### src/rtl/reg_stream_packer_pkg.sv
// Shared constants, types and helpers for the byte-to-word stream packer.
package reg_stream_packer_pkg;

  localparam int LANES  = 4;
  localparam int BYTE_W = 8;
  localparam int WORD_W = 32;

  typedef logic [$clog2(LANES)-1:0] lane_t;
  typedef logic [BYTE_W-1:0]        byte_t;
  typedef logic [WORD_W-1:0]        word_t;

  // Drop a byte into its little-endian lane of a partially built word.
  function automatic word_t place_byte(word_t w, byte_t b, lane_t lane);
    return w | (word_t'(b) << (BYTE_W * int'(lane)));
  endfunction

endpackage

### src/rtl/reg_stream_packer_if.sv
// Byte input, word output and status bundle of the stream packer.
interface reg_stream_packer_if #(
  parameter int FIFO_DEPTH = 4,
  parameter int DROP_CNT_W = 16
);
  import reg_stream_packer_pkg::*;

  localparam int LVL_W = $clog2(FIFO_DEPTH) + 1;

  byte_t                 din;
  logic                  din_vld;
  logic                  flush;
  word_t                 dout_data;
  logic                  dout_vld;
  logic                  dout_rd;
  logic [LVL_W-1:0]      level;
  logic [DROP_CNT_W-1:0] drop_cnt;

  // Producer/consumer side (testbench or surrounding logic).
  modport master (
    output din, din_vld, flush, dout_rd,
    input  dout_data, dout_vld, level, drop_cnt
  );

  // Packer side.
  modport slave (
    input  din, din_vld, flush, dout_rd,
    output dout_data, dout_vld, level, drop_cnt
  );

endinterface

### src/rtl/reg_stream_packer_fifo.sv
// First-word-fall-through word FIFO; occupancy count separates full from empty.
module reg_stream_packer_fifo
  import reg_stream_packer_pkg::*;
#(
  parameter int DEPTH = 4,
  parameter int LVL_W = $clog2(DEPTH) + 1
) (
  input  logic             clk,
  input  logic             rst,
  input  logic             push,
  input  word_t            data_in,
  output logic             full,
  input  logic             pop,
  output word_t            data_out,
  output logic             empty,
  output logic [LVL_W-1:0] level
);

  localparam int PTR_W = $clog2(DEPTH);

  word_t             r_mem [DEPTH];
  logic [PTR_W-1:0]  r_wr_ptr;
  logic [PTR_W-1:0]  r_rd_ptr;
  logic [LVL_W-1:0]  r_level;
  logic              w_push_ok;
  logic              w_pop_ok;

  assign full  = (r_level == LVL_W'(DEPTH));
  assign empty = (r_level == '0);

  // A full FIFO still takes a word when the head leaves in the same edge.
  assign w_pop_ok  = pop && !empty;
  assign w_push_ok = push && (!full || w_pop_ok);

  assign data_out = empty ? '0 : r_mem[r_rd_ptr];
  assign level    = r_level;

  // Storage write port.
  // NOTE: the word array has no reset; stale entries are unreachable because
  // data_out is masked while empty and only written slots are ever read.
  always_ff @(posedge clk) begin
    if (!rst && w_push_ok) begin
      r_mem[r_wr_ptr] <= data_in;
    end
  end

  // Pointers wrap naturally at the power-of-two depth; level tracks occupancy.
  // NOTE: state uses non-blocking assignments so every register samples the
  // pre-edge values of its neighbours regardless of statement order.
  always_ff @(posedge clk) begin
    if (rst) begin
      r_wr_ptr <= '0;
      r_rd_ptr <= '0;
      r_level  <= '0;
    end else begin
      if (w_push_ok) r_wr_ptr <= r_wr_ptr + 1'b1;
      if (w_pop_ok)  r_rd_ptr <= r_rd_ptr + 1'b1;
      r_level <= r_level + LVL_W'(w_push_ok) - LVL_W'(w_pop_ok);
    end
  end

endmodule

### src/rtl/reg_stream_packer.sv
// Packs a qualified byte stream into little-endian 32-bit words, buffers them
// in a FWFT FIFO and counts words lost to overflow.
module reg_stream_packer
  import reg_stream_packer_pkg::*;
#(
  parameter int FIFO_DEPTH = 4,
  parameter int DROP_CNT_W = 16
) (
  input  logic               clk,
  input  logic               rst,
  reg_stream_packer_if.slave bus
);

  localparam int LVL_W = $clog2(FIFO_DEPTH) + 1;

  lane_t                 r_lane;
  word_t                 r_asm;
  logic [DROP_CNT_W-1:0] r_drop_cnt;

  word_t                 w_word;
  logic                  w_last;
  logic                  w_push;
  logic                  w_full;
  logic                  w_empty;
  logic                  w_drop;

  // The byte arriving this cycle is always folded in before any push, so a
  // flush that coincides with the last lane still yields a single word.
  assign w_word = bus.din_vld ? place_byte(r_asm, bus.din, r_lane) : r_asm;
  assign w_last = bus.din_vld && (r_lane == lane_t'(LANES - 1));
  assign w_push = w_last || (bus.flush && (bus.din_vld || (r_lane != '0)));
  assign w_drop = w_push && w_full && !bus.dout_rd;

  // Lane counter and assembly register; both clear whenever a word leaves.
  always_ff @(posedge clk) begin
    if (rst) begin
      r_lane <= '0;
      r_asm  <= '0;
    end else if (w_push) begin
      r_lane <= '0;
      r_asm  <= '0;
    end else if (bus.din_vld) begin
      r_lane <= r_lane + 1'b1;
      r_asm  <= w_word;
    end
  end

  // Saturating count of words discarded because the FIFO was full.
  always_ff @(posedge clk) begin
    if (rst) begin
      r_drop_cnt <= '0;
    end else if (w_drop && (r_drop_cnt != '1)) begin
      r_drop_cnt <= r_drop_cnt + 1'b1;
    end
  end

  reg_stream_packer_fifo #(
    .DEPTH (FIFO_DEPTH),
    .LVL_W (LVL_W)
  ) u_fifo (
    .clk      (clk),
    .rst      (rst),
    .push     (w_push),
    .data_in  (w_word),
    .full     (w_full),
    .pop      (bus.dout_rd),
    .data_out (bus.dout_data),
    .empty    (w_empty),
    .level    (bus.level)
  );

  assign bus.dout_vld = !w_empty;
  assign bus.drop_cnt = r_drop_cnt;

endmodule

### src/flat_wrapper.sv
// flat-port wrapper written by rule: the top's interface ports become plain ports
module reg_stream_packer_flat import reg_stream_packer_pkg::*;
#(
  parameter int FIFO_DEPTH = 4,
  parameter int DROP_CNT_W = 16
)
  (clk, rst, bus_din, bus_din_vld, bus_flush, bus_dout_rd, bus_dout_data, bus_dout_vld, bus_level, bus_drop_cnt);
  reg_stream_packer_if #(.FIFO_DEPTH(FIFO_DEPTH), .DROP_CNT_W(DROP_CNT_W)) bus_i ();
  input  logic clk;
  input  logic rst;
  input wire logic [$bits(bus_i.din)-1:0] bus_din;
  input wire logic [$bits(bus_i.din_vld)-1:0] bus_din_vld;
  input wire logic [$bits(bus_i.flush)-1:0] bus_flush;
  input wire logic [$bits(bus_i.dout_rd)-1:0] bus_dout_rd;
  output wire logic [$bits(bus_i.dout_data)-1:0] bus_dout_data;
  output wire logic [$bits(bus_i.dout_vld)-1:0] bus_dout_vld;
  output wire logic [$bits(bus_i.level)-1:0] bus_level;
  output wire logic [$bits(bus_i.drop_cnt)-1:0] bus_drop_cnt;
  assign bus_i.din = bus_din;
  assign bus_i.din_vld = bus_din_vld;
  assign bus_i.flush = bus_flush;
  assign bus_i.dout_rd = bus_dout_rd;
  assign bus_dout_data = bus_i.dout_data;
  assign bus_dout_vld = bus_i.dout_vld;
  assign bus_level = bus_i.level;
  assign bus_drop_cnt = bus_i.drop_cnt;
  reg_stream_packer #(.FIFO_DEPTH(FIFO_DEPTH), .DROP_CNT_W(DROP_CNT_W)) u_core (.clk(clk), .rst(rst), .bus(bus_i));
endmodule
### config.mk
export PLATFORM = sky130hd
export DESIGN_NAME = reg_stream_packer_flat
export DESIGN_NICKNAME = d
export VERILOG_FILES = /design/src/rtl/reg_stream_packer_pkg.sv /design/src/rtl/reg_stream_packer_if.sv /design/src/rtl/reg_stream_packer_fifo.sv /design/src/rtl/reg_stream_packer.sv /design/src/flat_wrapper.sv
export SDC_FILE = /design/constraint.sdc
export NUM_CORES = 1
export LEC_CHECK = 0
export ABC_AREA = 1
export CAP_MARGIN = 20
export CORE_MARGIN = 1.5
export CORE_UTILIZATION = 28
export CTS_BUF_LIST = sky130_fd_sc_hd__clkbuf_2 sky130_fd_sc_hd__clkbuf_4 sky130_fd_sc_hd__clkbuf_8
export DETAILED_ROUTE_END_ITERATION = 7
export HOLD_SLACK_MARGIN = 0.12
export MAX_ROUTING_LAYER = met4
export PLACE_DENSITY = 0.44
export RECOVER_POWER = 25
export REMOVE_ABC_BUFFERS = 1
export SKIP_CTS_REPAIR_TIMING = 1
export SLEW_MARGIN = 10
export SYNTH_ARGS = -nofsm -noshare
export SYNTH_HDL_FRONTEND = slang
export SYNTH_SLANG_ARGS = --single-unit
### constraint.sdc
create_clock -name clk -period 4.1 [get_ports clk]
set_input_delay 1.23 -clock clk [delete_from_list [all_inputs] [get_ports clk]]
set_output_delay 1.23 -clock clk [all_outputs]
set_load 0.01 [all_outputs]
Word-level counts from Yosys, hierarchy flattened
Memories as Yosys holds them, arrays and structs flattened. A register that Yosys moved wholly into a read port is not among the register bits. Index checks and enable logic that the tools add are counted.

Bits of input ports: 13. Bits in writable memories: 128. Output and inout port bits: 52. Register bits after elaboration: 57. Logic and storage cells: 42. Memories: 1.

Memories: u_core.u_fifo.r_mem (depth 4, width 32, read ports 1, clocked after memory_dff 1, write ports 1, line reg_stream_packer_fifo.sv:21) `word_t r_mem [DEPTH];`.

Multiplexer cells: 6. $add $sub $neg: 6. Shift operators: 1. Bitwise logic cells: 1. Equality and inequality tests: 3. Reductions and logical operators: 18.

Operators with widths (count): 32-bit 2-to-1 mux (2); 32-bit bitwise OR (1); 8-bit by 5-bit left shift with 32-bit output (1); 16-bit by 1-bit adder with 16-bit output (second input constant) (1); 16-bit != test (second input constant) (1); 1-bit logical AND (8); 2-bit by 1-bit adder with 2-bit output (second input constant) (3); 1-bit logical NOT (4); 2-bit 2-to-1 mux (2); 3-bit by 1-bit adder with 3-bit output (1); 3-bit == test (second input constant) (1); 3-bit logical NOT (1); 1-bit logical OR (3); 3-bit by 1-bit subtractor with 3-bit output (1); 2-bit == test (second input constant) (1); 1-bit 2-to-1 mux (2); 2-bit nonzero test (1); 2-bit OR reduction (1).

Depth between registers and ports, before layout
Depth after elaboration: 8. Depth in mapped cells: 17.

By module
Synthesis repeated with hierarchy kept, for this count alone.

Cells, all modules: 833. Area total of the unflattened synthesis: 8087.8 um^2.

Modules (own cells, without submodules): reg_stream_packer_fifo (cells an instance 448, instances 1, area each 5647.9 um^2); reg_stream_packer (cells an instance 385, instances 1, area each 2439.8 um^2).

Worst setup path after synthesis
OpenSTA, ideal clock, no wires.

Kind: input port to flip-flop. Start point: input port bus_dout_rd. End point: memory u_core.u_fifo.r_mem[0][0] (netlist bit) (enable). Path buffers: 0. Slack: 0.573 ns. Data required time: 3.679 ns. Stages: 6. Library setup time: 0.421 ns. Data arrival time: 3.106 ns. Cell sequence: inv_1 > nand3_4 > clkinv_2 > nor2_1 > nand2_1 > nor2_1.

Cells in the longest elaborated chain, start to end: 6.

Ends and longest elaborated chain: from (decl) (line flat_wrapper.sv:14) `input wire logic [$bits(bus_i.dout_rd)-1:0] bus_dout_rd;`; 1-bit logical AND (line reg_stream_packer_fifo.sv:32) `assign w_pop_ok = pop && !empty;`; 1-bit logical OR (line reg_stream_packer_fifo.sv:33) `assign w_push_ok = push && (!full || w_pop_ok);`; 1-bit logical AND (line reg_stream_packer_fifo.sv:33); 1-bit logical AND (line reg_stream_packer_fifo.sv:42) `if (!rst && w_push_ok) begin`; 1-bit 2-to-1 mux (line reg_stream_packer_fifo.sv:42); 1-bit 2-to-1 mux (implied by the code) (line reg_stream_packer_fifo.sv:43) `r_mem[r_wr_ptr] <= data_in;`; to (decl) (line reg_stream_packer_fifo.sv:21).

No other way between the ends.

==> results.yml <==
outcome:
  outcome: "finished, violations left"
  violations: "max-capacitance violations, max-slew violations"
min_path:
  hold_path.class: "flip-flop to flip-flop"
  holdCritStartpoint: "u_core.r_asm[23]"
  worst_hold_path.endpoint: "u_core.r_asm[23]"
  hold_depth: 2
power_and_ir_drop:
  share_clk_of_total_power: 0.268
  sw_frac_of_total: 0.3396
  seqPwrFrac: 0.443
  p_sw_w: 0.001633
  power-per-cell-area_nw_per_um2: 510.8
  leakage_nw: 3.591
  worst_ir_drop_vdd_uv: 267.0
  cell_internal_pwr_w: 0.003175
  pwr-share-comb: 0.289
final_layout:
  antennaDiodeCount: 0
  fillerInstances: 2895
  share_of_final_layout_standard_cells_stronger_than_drive_strength_1: 0.08014
  finish.net_count: 896
  areaGrowthSynthToFinish_pct: 20.12
  final_core_util: 0.3406
  finalInstanceArea_um2: 9410
  post_layout_nonfiller_instances: 1264
clock_network:
  clk_pin_slew_worst_paths_ns: 0.10
  insertion_delay_ns: 0.48
  clock_tree.htree_level_count: 4
  clockRootBuffer: "sky130_fd_sc_hd__clkbuf_8"
  tritoncts.num_buffers: 17
  cts_num_sinks: 187
  cts_tree: "yes"
  clock_tree.buffer_depth: 2
worst_setup_path:
  critical_path_required_ns: 2.87
  worstSetupStartpointType: "flip-flop"
  critPathArrivalTime_ns: 2.49
  regToRegSetupSlack_ns: 1.59
  timing.critical_path.slowest_cell_delay_ns: 0.61
  critical_path.reg2reg.startpoint: "u_core.r_lane[0]"
  path_cells: "inv_2 > o21ai_0 > a21oi_1 > clkdlybuf4s50_1"
  cp_num_buf_inv: 2
  critical_path_class: "flip-flop to output pin"
  cp-end-kind: "output pin"
  worstReg2RegEnd: "u_core.u_fifo.level[2]"
  reg2reg_depth: 14
  crit_path_top_delay_cell: "sky130_fd_sc_hd__clkdlybuf4s50_1"
  cpLargestDelayFamily: "buffers and inverters"
  worstPathMaxFanout: 33
place:
  portBuffers: 64
  detailed_place_hpwl_um: 11570
  detailed_place.area_um2: 9020
  dpl.cell_count: 1232
  gpl.final_weighted_congestion: 0.8267
  preCtsSetupSlack_ns: 0.6216
synth:
  synthDistinctLibCells: 30
  seq_area_frac_synth: 0.6414
  ys_ff_latch: 187
  netlist_instances: 806
  syn_area_um2: 7834
  synthesis.yosys.warnings: 0
  ys_dominant_reg_cell: "sky130_fd_sc_hd__edfxtp_1"
  post_synth.cell_area_avg_um2: 9.719
  synth_largest_area_cell: "sky130_fd_sc_hd__edfxtp_1"
  netlist.area_leader.share: 0.4907
  postSynth.asyncResetShare: 0
  synth-edff-count: 128
  ys_top_cells_by_area: "sky130_fd_sc_hd__edfxtp_1 49%, sky130_fd_sc_hd__dfxtp_1 15%, sky130_fd_sc_hd__nor2_1 9.2%"
timing:
  achievable-frequency_mhz: 268.7
  finish_stage_setup_viols: 0
  final_sum_of_negative_setup_slack_ns: 0
  worst-slew-pin-transition_ns: 1.573
  final_critical_path_setup_slack_ns: 0.3779
  fin_crit_period_ns: 3.722
  report.final.slew_viol_count: 17
  fin_skew_ns: 0.01796
  slew_headroom: -0.05265
  report.final.hold_viol_count: 0
  post-route-period-util: 0.9078
  rsz_0062_raised_after_global_routing: "false"
floorplan:
  floorplan.die.height_um: 170.3
  die_w_um: 170.3
  full_die_area_um2: 28990
  initial_utilization: 0.2835
  pin_count: 65
  placement_rows: 61
  fp.coreArea_um2: 27630
global_routing:
  overflow: 0
  global_route_wire_length_before_repair_um: 29640
  grt_usage: 0.1404
  antenna_found_initial: 0
  grt_max_degree: 62
  first_global_vias: 5427
detailed_routing:
  dr.pass1.iters: 4
  initialDrtViolationCount: 383
  routed_wl_um: 18620
  vias: 5415
  via_per_inst: 4.284
  final_antenna_net_count: 0
  post-route-drc-count: 0
  avgRoutedWirePerCell_um: 14.73
job:
  maxCapViolations: 1
[metal layers]
| metal | up-vias | track usage | share of wire |
|---|---|---|---|
| met5 | - | - | 0 |
| met1 | 2532 | 0.1837 | 0.48 |
| li1 | 2775 | - | - |
| met3 | 14 | 0.02721 | 0.037 |
| met2 | 94 | 0.2210 | 0.47 |
| met4 | 0 | 0.04117 | 0.013 |
[cell usage in the layout (no fill, tap or decap), types with 3 or more instances in the layout]
cell	n
sky130_fd_sc_hd__buf_12	6
sky130_fd_sc_hd__buf_4	6
sky130_fd_sc_hd__clkdlybuf4s50_1	62
sky130_fd_sc_hd__inv_2	3
sky130_fd_sc_hd__inv_12	3
sky130_fd_sc_hd__nand2_1	110
sky130_fd_sc_hd__edfxtp_1	128
sky130_fd_sc_hd__nor2_1	189
sky130_fd_sc_hd__nor2_2	6
sky130_fd_sc_hd__clkinv_8	5
sky130_fd_sc_hd__nor2_4	7
sky130_fd_sc_hd__xnor2_1	3
sky130_fd_sc_hd__dfxtp_1	58
sky130_fd_sc_hd__nand3_1	11
sky130_fd_sc_hd__inv_1	81
sky130_fd_sc_hd__o21ai_1	4
sky130_fd_sc_hd__inv_8	4
sky130_fd_sc_hd__a21oi_1	79
sky130_fd_sc_hd__clkbuf_8	17
sky130_fd_sc_hd__o21ai_0	69
sky130_fd_sc_hd__ha_1	9
[power by group through the flow]
| stage | clock, W | combinational, W | sequential [W] |
|---|---|---|---|
| 2_1_floorplan | 0 | 0.000610 | 0.00221 |
| 3_3_place_gp | 0 | 0.00143 | 0.00217 |
| 3_5_place_dp | 0 | 0.00144 | 0.00217 |
| 4_1_cts | 0.00134 | 0.00145 | 0.00213 |
| 5_1_grt | 0.00141 | 0.00155 | 0.00214 |
| 6_report | 0.00129 | 0.00139 | 0.00213 |
[through the flow]
step	hold WS (ns)	total power, W
after floorplan	0.4317	0.002823
after global placement	0.4395	0.003608
after detailed placement	0.4455	0.003614
after CTS	0.4620	0.004913
after global routing	0.4873	0.005100
final	0.4582	0.004807
[cells in the mapped netlist, types with 3 or more instances]
library cell	n
sky130_fd_sc_hd__nand2_2	4
sky130_fd_sc_hd__o21ai_1	4
sky130_fd_sc_hd__nand2_1	107
sky130_fd_sc_hd__inv_2	4
sky130_fd_sc_hd__o21ai_0	69
sky130_fd_sc_hd__xnor2_1	3
sky130_fd_sc_hd__nand2_4	3
sky130_fd_sc_hd__ha_1	9
sky130_fd_sc_hd__clkbuf_1	14
sky130_fd_sc_hd__inv_1	80
sky130_fd_sc_hd__edfxtp_1	128
sky130_fd_sc_hd__nor2_2	6
sky130_fd_sc_hd__nand3_1	11
sky130_fd_sc_hd__nor2_4	4
sky130_fd_sc_hd__a21oi_1	79
sky130_fd_sc_hd__nor2_1	191
sky130_fd_sc_hd__dfxtp_1	59
sky130_fd_sc_hd__buf_2	15
[layout make-up]
type	count	area, um2	share of cell area
clock buffers	17	234.0	0.02486
clock inverters	15	200.2	0.02127
inverters	87	327.8	0.03484
multi-input cells	502	2336	0.2482
flip-flops and latches	187	5026	0.5341
well taps	378	473.0	0.05026
repair buffers	78	813.3	0.08642
[how the worst max path moves through the flow]
stage	cells past startpoint	end
detailed placement	8	u_core.u_fifo.r_mem[3][25]
global placement	14	u_core.u_fifo.level[2]
CTS	4	bus_dout_data[15]
floorplan	3	bus_dout_data[30]
finish	4	bus_dout_data[15]
global route	6	bus_dout_data[17]
[cells by family (layout without fill, tap and decap cells)]
kind of cell    count (synthesis)  after routing  share of synthesized area
flops                         187            187                     0.6414
xor+xnor                        4              4                   0.004473
simple gates                  336            336                     0.1805
compound gates                152            152                    0.09711
fa+ha+maj                      10             10                    0.01693
buf+inv                       117            197                    0.05957
[flip-flops by register name (all words and copies together), names as in the netlist, named ones only]
register,count
u_core.u_fifo.r_mem,128
u_core.r_asm,32
u_core.bus.drop_cnt,16
u_core.u_fifo.level,3
u_core.r_lane,2
u_core.u_fifo.r_rd_ptr,2
u_core.u_fifo.r_wr_ptr,2
[tightest hold or removal path: stages (launching register included)]
cell                      delay (ns)
sky130_fd_sc_hd__dfxtp_1        0.31
sky130_fd_sc_hd__inv_1          0.06
sky130_fd_sc_hd__a21oi_1        0.05
(Power assumes the default switching activity.)
